<file path="config.mk">
export PLATFORM = sky130hd
export DESIGN_NAME = paddle_tracker
export DESIGN_NICKNAME = d
export VERILOG_FILES = /design/src/rtl/pong_pkg.sv /design/src/rtl/window_average.sv /design/src/rtl/paddle_tracker.sv
export SDC_FILE = /design/constraint.sdc
export NUM_CORES = 1
export LEC_CHECK = 0
export BUFFER_PORTS_ARGS = -buffer_cell sky130_fd_sc_hd__buf_2
export CAP_MARGIN = 15
export CELL_PAD_IN_SITES_DETAIL_PLACEMENT = 1
export CELL_PAD_IN_SITES_GLOBAL_PLACEMENT = 1
export CORE_MARGIN = 5
export CORE_UTILIZATION = 53
export CTS_BUF_LIST = sky130_fd_sc_hd__clkbuf_8
export DETAILED_ROUTE_END_ITERATION = 16
export GPL_ROUTABILITY_DRIVEN = 0
export HOLD_SLACK_MARGIN = 0.15
export PLACE_DENSITY_LB_ADDON = 0.1
export SLEW_MARGIN = 20
export SYNTH_ARGS = -nofsm -noshare
export SYNTH_HDL_FRONTEND = slang
export SYNTH_SLANG_ARGS = --single-unit
</file>
<file path="constraint.sdc">
create_clock -name clk -period 8.59 [get_ports clk]
set_input_delay 1.2885 -clock clk [delete_from_list [all_inputs] [get_ports clk]]
set_output_delay 1.2885 -clock clk [all_outputs]
set_load 0.02 [all_outputs]
</file>
<file path="src/rtl/pong_pkg.sv">
// Shared constants for the pong game: screen geometry, paddle conditioning
// defaults and the paddle tracker FSM encodings.
package pong_pkg;

    localparam int SCREEN_H = 480;
    localparam int PADDLE_H = 50;
    localparam int MAX_POS  = SCREEN_H - PADDLE_H;
    localparam int DEADZONE = 41;

    localparam logic [2:0] S_FILL  = 3'b001;
    localparam logic [2:0] S_SNAP  = 3'b010;
    localparam logic [2:0] S_TRACK = 3'b100;

    function automatic logic [9:0] abs_diff(input logic [9:0] a, input logic [9:0] b);
        return (a > b) ? (a - b) : (b - a);
    endfunction

endpackage

</file>
<file path="src/rtl/window_average.sv">
// Averages fixed-size windows of 8-bit samples; done pulses the cycle after
// the last sample of a window has been absorbed.
module window_average #(
    parameter int AVG_LOG2 = 3
) (
    input  logic       clk,
    input  logic       reset_n,
    input  logic       clr,
    input  logic       in_valid,
    input  logic [7:0] in,
    output logic [7:0] avg,
    output logic       done
);

    localparam int SUM_W = 8 + AVG_LOG2;

    logic [SUM_W-1:0]    sum;
    logic [SUM_W-1:0]    sum_next;
    logic [AVG_LOG2-1:0] count;

    assign sum_next = sum + SUM_W'(in);

    // The final sample is folded into avg directly so the accumulator can
    // restart on the same edge without losing a cycle.
    always_ff @(posedge clk or negedge reset_n) begin
        if (!reset_n) begin
            sum   <= '0;
            count <= '0;
            avg   <= '0;
            done  <= 1'b0;
        end else begin
            done <= 1'b0;
            if (clr) begin
                sum   <= '0;
                count <= '0;
            end else if (in_valid) begin
                if (count == '1) begin
                    avg   <= sum_next[SUM_W-1:AVG_LOG2];
                    sum   <= '0;
                    count <= '0;
                    done  <= 1'b1;
                end else begin
                    sum   <= sum_next;
                    count <= count + 1'b1;
                end
            end
        end
    end

endmodule

</file>
<file path="src/rtl/paddle_tracker.sv">
// Turns raw potentiometer samples into a paddle top-edge Y coordinate:
// average, scale, deadzone, clamp, hysteresis and per-frame slew limiting.
module paddle_tracker #(
    parameter int AVG_LOG2 = 3,
    parameter int DEADZONE = pong_pkg::DEADZONE,
    parameter int MAX_POS  = pong_pkg::MAX_POS,
    parameter int HYST     = 2,
    parameter int SLEW_MAX = 8
) (
    input  logic       clk,
    input  logic       reset_n,
    input  logic [7:0] sample,
    input  logic       sample_valid,
    input  logic       frame_tick,
    input  logic       enable,
    output logic [9:0] pos,
    output logic       pos_valid,
    output logic       locked
);

    import pong_pkg::*;

    logic [7:0] avg;
    logic       done;
    logic [2:0] state;
    logic [9:0] target;
    logic [9:0] scaled;
    logic [9:0] new_target;
    logic [9:0] step;
    logic [9:0] slewed;

    window_average #(.AVG_LOG2(AVG_LOG2)) u_window_average (
        .clk      (clk),
        .reset_n  (reset_n),
        .clr      (~enable),
        .in_valid (sample_valid),
        .in       (sample),
        .avg      (avg),
        .done     (done)
    );

    always_comb begin
        scaled = {1'b0, avg, 1'b0};
        if (scaled < 10'(DEADZONE)) begin
            new_target = '0;
        end else if ((scaled - 10'(DEADZONE)) > 10'(MAX_POS)) begin
            new_target = 10'(MAX_POS);
        end else begin
            new_target = scaled - 10'(DEADZONE);
        end
    end

    always_comb begin
        step   = (abs_diff(target, pos) > 10'(SLEW_MAX)) ? 10'(SLEW_MAX) : abs_diff(target, pos);
        slewed = (target > pos) ? (pos + step) : (pos - step);
    end

    // Slewing reads the registered target, so a target change landing on a
    // frame_tick edge only takes effect from the following frame.
    always_ff @(posedge clk or negedge reset_n) begin
        if (!reset_n) begin
            state     <= S_FILL;
            target    <= '0;
            pos       <= '0;
            pos_valid <= 1'b0;
            locked    <= 1'b0;
        end else begin
            pos_valid <= 1'b0;
            if (enable) begin
                case (state)
                    S_FILL: begin
                        if (done) begin
                            target <= new_target;
                            state  <= S_SNAP;
                        end
                    end
                    S_SNAP: begin
                        if (done) begin
                            target <= new_target;
                        end
                        if (frame_tick) begin
                            pos       <= target;
                            pos_valid <= 1'b1;
                            locked    <= 1'b1;
                            state     <= S_TRACK;
                        end
                    end
                    S_TRACK: begin
                        if (done && (abs_diff(new_target, target) > 10'(HYST))) begin
                            target <= new_target;
                        end
                        if (frame_tick) begin
                            pos       <= slewed;
                            pos_valid <= 1'b1;
                        end
                    end
                    default: state <= S_FILL;
                endcase
            end
        end
    end

endmodule

</file>
==> out/results.txt <==
In this run the horizontal extent of the chip is 107 um. Number of slew-limit violations in the final report: 0. STA classifies the critical path startpoint as a flop. The logs give 0 for the number of buffers inserted by post-CTS setup repair and 0 ns for the final total negative setup slack.

The first detailed-routing pass took 4 iterations. For the buffer levels on the longest clock path, the log shows 2. The overall fraction of global-route tracks in use is 0.249. By area the synthesized netlist is led by dfrtp_1 (23%), ha_1 (15%), inv_1 (5.1%). The post-cts gate resize count is 0, and the mean post-synth cell area is 8.27 sq um. The clock arrives with 0.00613 ns of skew. The worst hold slack was 0.475 ns; the number of warning messages in the yosys log was 0. The tool flagged a number of max-cap violations equal to 0.

Counting flops and latches in the post-synthesis netlist gives 48. During placement, the flow inserted port buffers numbering 24. The peak fanout along the critical path works out to 8. Summed over all cells, the static leakage comes to 0.00252 uW.

The maximum vdd ir drop came out at 87.0 uV. The number of clock buffers added by TritonCTS is 5. For this run, the top clock speed supported by timing is 156 MHz.

DRC marker count from the first detailed-route iteration: 241. The number of hold buffers added after CTS was 0. After detailed routing, the number of remaining DRC violations is 0. In the synthesized netlist, the number of instances is 608. The count of boundary I/O pins is 25. The worst slew margin relative to its limit came out at 0.257. Post-synthesis async set-or-reset flop share: 1.00. The main flop type after synthesis is dfrtp_1. The portion of synthesized cell area occupied by the leading cell type is 0.234, and the full die area is 11500 sq um. The worst setup path is captured at a flop. Detailed placement finished with a half-perimeter wire length of 10700 um. Counting every sink on the clock net gives 48.

The top cell types in the final layout, fill and taps aside, are inv_1 (69), ha_1 (59), dfrtp_1 (47). In this run, synthesis inferred 0 flip-flops with an integrated enable. The sequential fraction of the synthesis area is 0.239, and the pin slew with the least headroom to its limit is 1.11 ns. Number of endpoints with negative hold slack in the final report: 0. The flow ran to the end, and the final reports show no timing, DRC or antenna violations. The run gives 66 as the distinct cell type count of the synthesized netlist. The cell accounting for the most synthesized area is dfrtp_1. In this design, the stage delay of the slowest critical-path cell is 0.65 ns. The vertical extent of the die is 107 um, and the total power of the final layout is 950 uW. TritonCTS built the clock tree. 0 antenna diodes ended up in the layout. At the later pin of the worst-skew pair, clock insertion delay measures 0.31 ns. For this run the aggregate overflow at the end of global routing stands at 0. Share of layout cells above drive strength 1: 0.0779.

The core region is 9240 sq um. For the wire length of the first global-routing pass, the log shows 23400 um. For this design the ratio of total power to cell area is 179 nW/um^2. The critical path's most frequent cell was a21oi_1.

The run gives 0 as the remaining antenna violation count. The arrival time at the worst endpoint was 6.59 ns. Counting every net in the synthesized netlist gives 686. The path class of the tightest hold or removal check is reg2reg.

The routed layout has 4439 vias. The library cell used most frequently in the layout, excluding fill and tap cells, is inv_1. Together, buffers and inverters on the worst path number 2. The number of global-route vias before repair is 4758, and the aggregate routed wire length is 13700 um. The critical path start-end classification is reg2reg. The run gives 0.544 as the initial core utilization.

Setup repair after global routing left no endpoint under its margin. The clock tree synthesis step divided the H-tree into 2 levels. In this run the clock root is driven by a clkbuf_8. For the number of antenna violations at the first check in global routing, the log shows 0.

Fill cell instance count of the final layout: 1143. The setup violation total in the final timing report is 0, and the post-CTS clock slew at the launch and capture registers of the worst setup and hold paths is 0.09 ns. The post-route fraction of the period consumed by the critical path is 0.744. For the worst setup path, the data required time is 8.79 ns. The area added between synthesis and finish came out at 5.35%. The post-layout utilization of the core came out at 0.573.

Subtracting the final worst setup slack from the clock period gives 6.39 ns. The number of rows in the core area was 35. Kind of cell adding the most delay to the critical path: compound AO/OA/AOI/OAI gates. After synthesis the cells add up to 5030 sq um. After detailed routing, the number of vias per cell comes to 5.96. The worst-path cell with the longest stage delay was or4_1.

For the total number of nets in the final design, the log shows 693. Dividing the detail-routed wire length by the instance count gives 18.4 um. Pin count of the biggest net entering global routing: 49.
[report_power, final]
part / switching [uW] / leakage [uW] / total [uW] / internal, uW
combinational: 299 / 0.00186 / 512 / 213
sequential: 24.3 / 0.000600 / 270 / 246
clock: 82.6 / 0.0000593 / 168 / 85.4
[flip-flops by register name, indices dropped and copies added (netlist names)]
name / flops
target: 10
pos_valid: 1
locked: 1
pos: 10
state: 3
u_window_average.avg: 8
u_window_average.sum: 11
u_window_average.done: 1
u_window_average.count: 3
[per-layer routing]
layer  track usage  routed length, um  up-vias
li1              -                  -     2147
met1         0.294               5800     2185
met2         0.465               7140       73
met3        0.0258                316       34
met4        0.0893                444        0
met5             0                  0        -
[synth_stat cells, types with 11 or more instances]
master    instances
inv_1            68
ha_1             59
dfrtp_1          47
a21oi_1          44
nor2_1           36
nand2_1          34
o21ai_0          32
xnor2_1          24
a21o_1           19
nand2b_1         17
mux2i_1          16
nand3_1          13
clkbuf_1         12
a211oi_1         11
o22ai_1          11
[per-stage QoR]
step                instances  setup WS (ns)  instance area (sq um)
floorplan                 608           3.02                   5030
global placement          737           2.36                   5190
detailed placement        737           2.20                   5190
CTS                       745           2.18                   5300
global route              745           1.66                   5300
finish                    745           2.20                   5300
[path summary, 6_finish.rpt]
kind | startpoint | end | slack, ns | depth (start not counted)
worst max register to register | target[0]$_DFFE_PN0P_ | pos[8]$_DFFE_PN0P_ | 2.20 | 27
worst max-delay path | target[0]$_DFFE_PN0P_ | pos[8]$_DFFE_PN0P_ | 2.20 | 27
min in group asynchronous | reset_n | u_window_average.sum[6]$_DFFE_PN0P_ | 1.08 | 2
worst min register to register | locked$_DFFE_PN0P_ | locked$_DFFE_PN0P_ | 0.48 | 1
max in group asynchronous | reset_n | target[6]$_DFFE_PN0P_ | 7.07 | 2
worst min-delay path | locked$_DFFE_PN0P_ | locked$_DFFE_PN0P_ | 0.48 | 1
[worst reg2reg max path, delay by kind of cell, from the launching register on]
kind | cells | cell delay (ns)
flops | 1 | 0.45
simple gates | 8 | 2.01
compound gates | 12 | 2.26
fa+ha+maj | 4 | 1.16
xor+xnor | 1 | 0.18
buf+inv | 2 | 0.21
[cell families (layout without fill, tap and decap cells)]
logic type                 after synthesis  count (layout)  share of synthesized area
and+or+nand+nor                        167             167                      0.173
muxes                                   22              22                     0.0453
buffers and inverters                   95             103                     0.0784
AOI/OAI and AO/OA                      178             178                      0.237
DFF                                     48              48                      0.239
other                                    1               1                   0.000746
adders and majority gates               65              65                      0.171
xor gates and xnor gates                32              32                     0.0557
[area by class of cell]
class / count / area [sq um] / area share
multi-input cells: 465 / 3430 / 0.648
flip-flops and latches: 48 / 1200 / 0.227
inverters: 69 / 259 / 0.0489
well taps: 129 / 161 / 0.0305
repair buffers: 26 / 135 / 0.0255
clock buffers: 5 / 68.8 / 0.0130
clock inverters: 3 / 38.8 / 0.00732
Power figures use the tool's default switching activity.
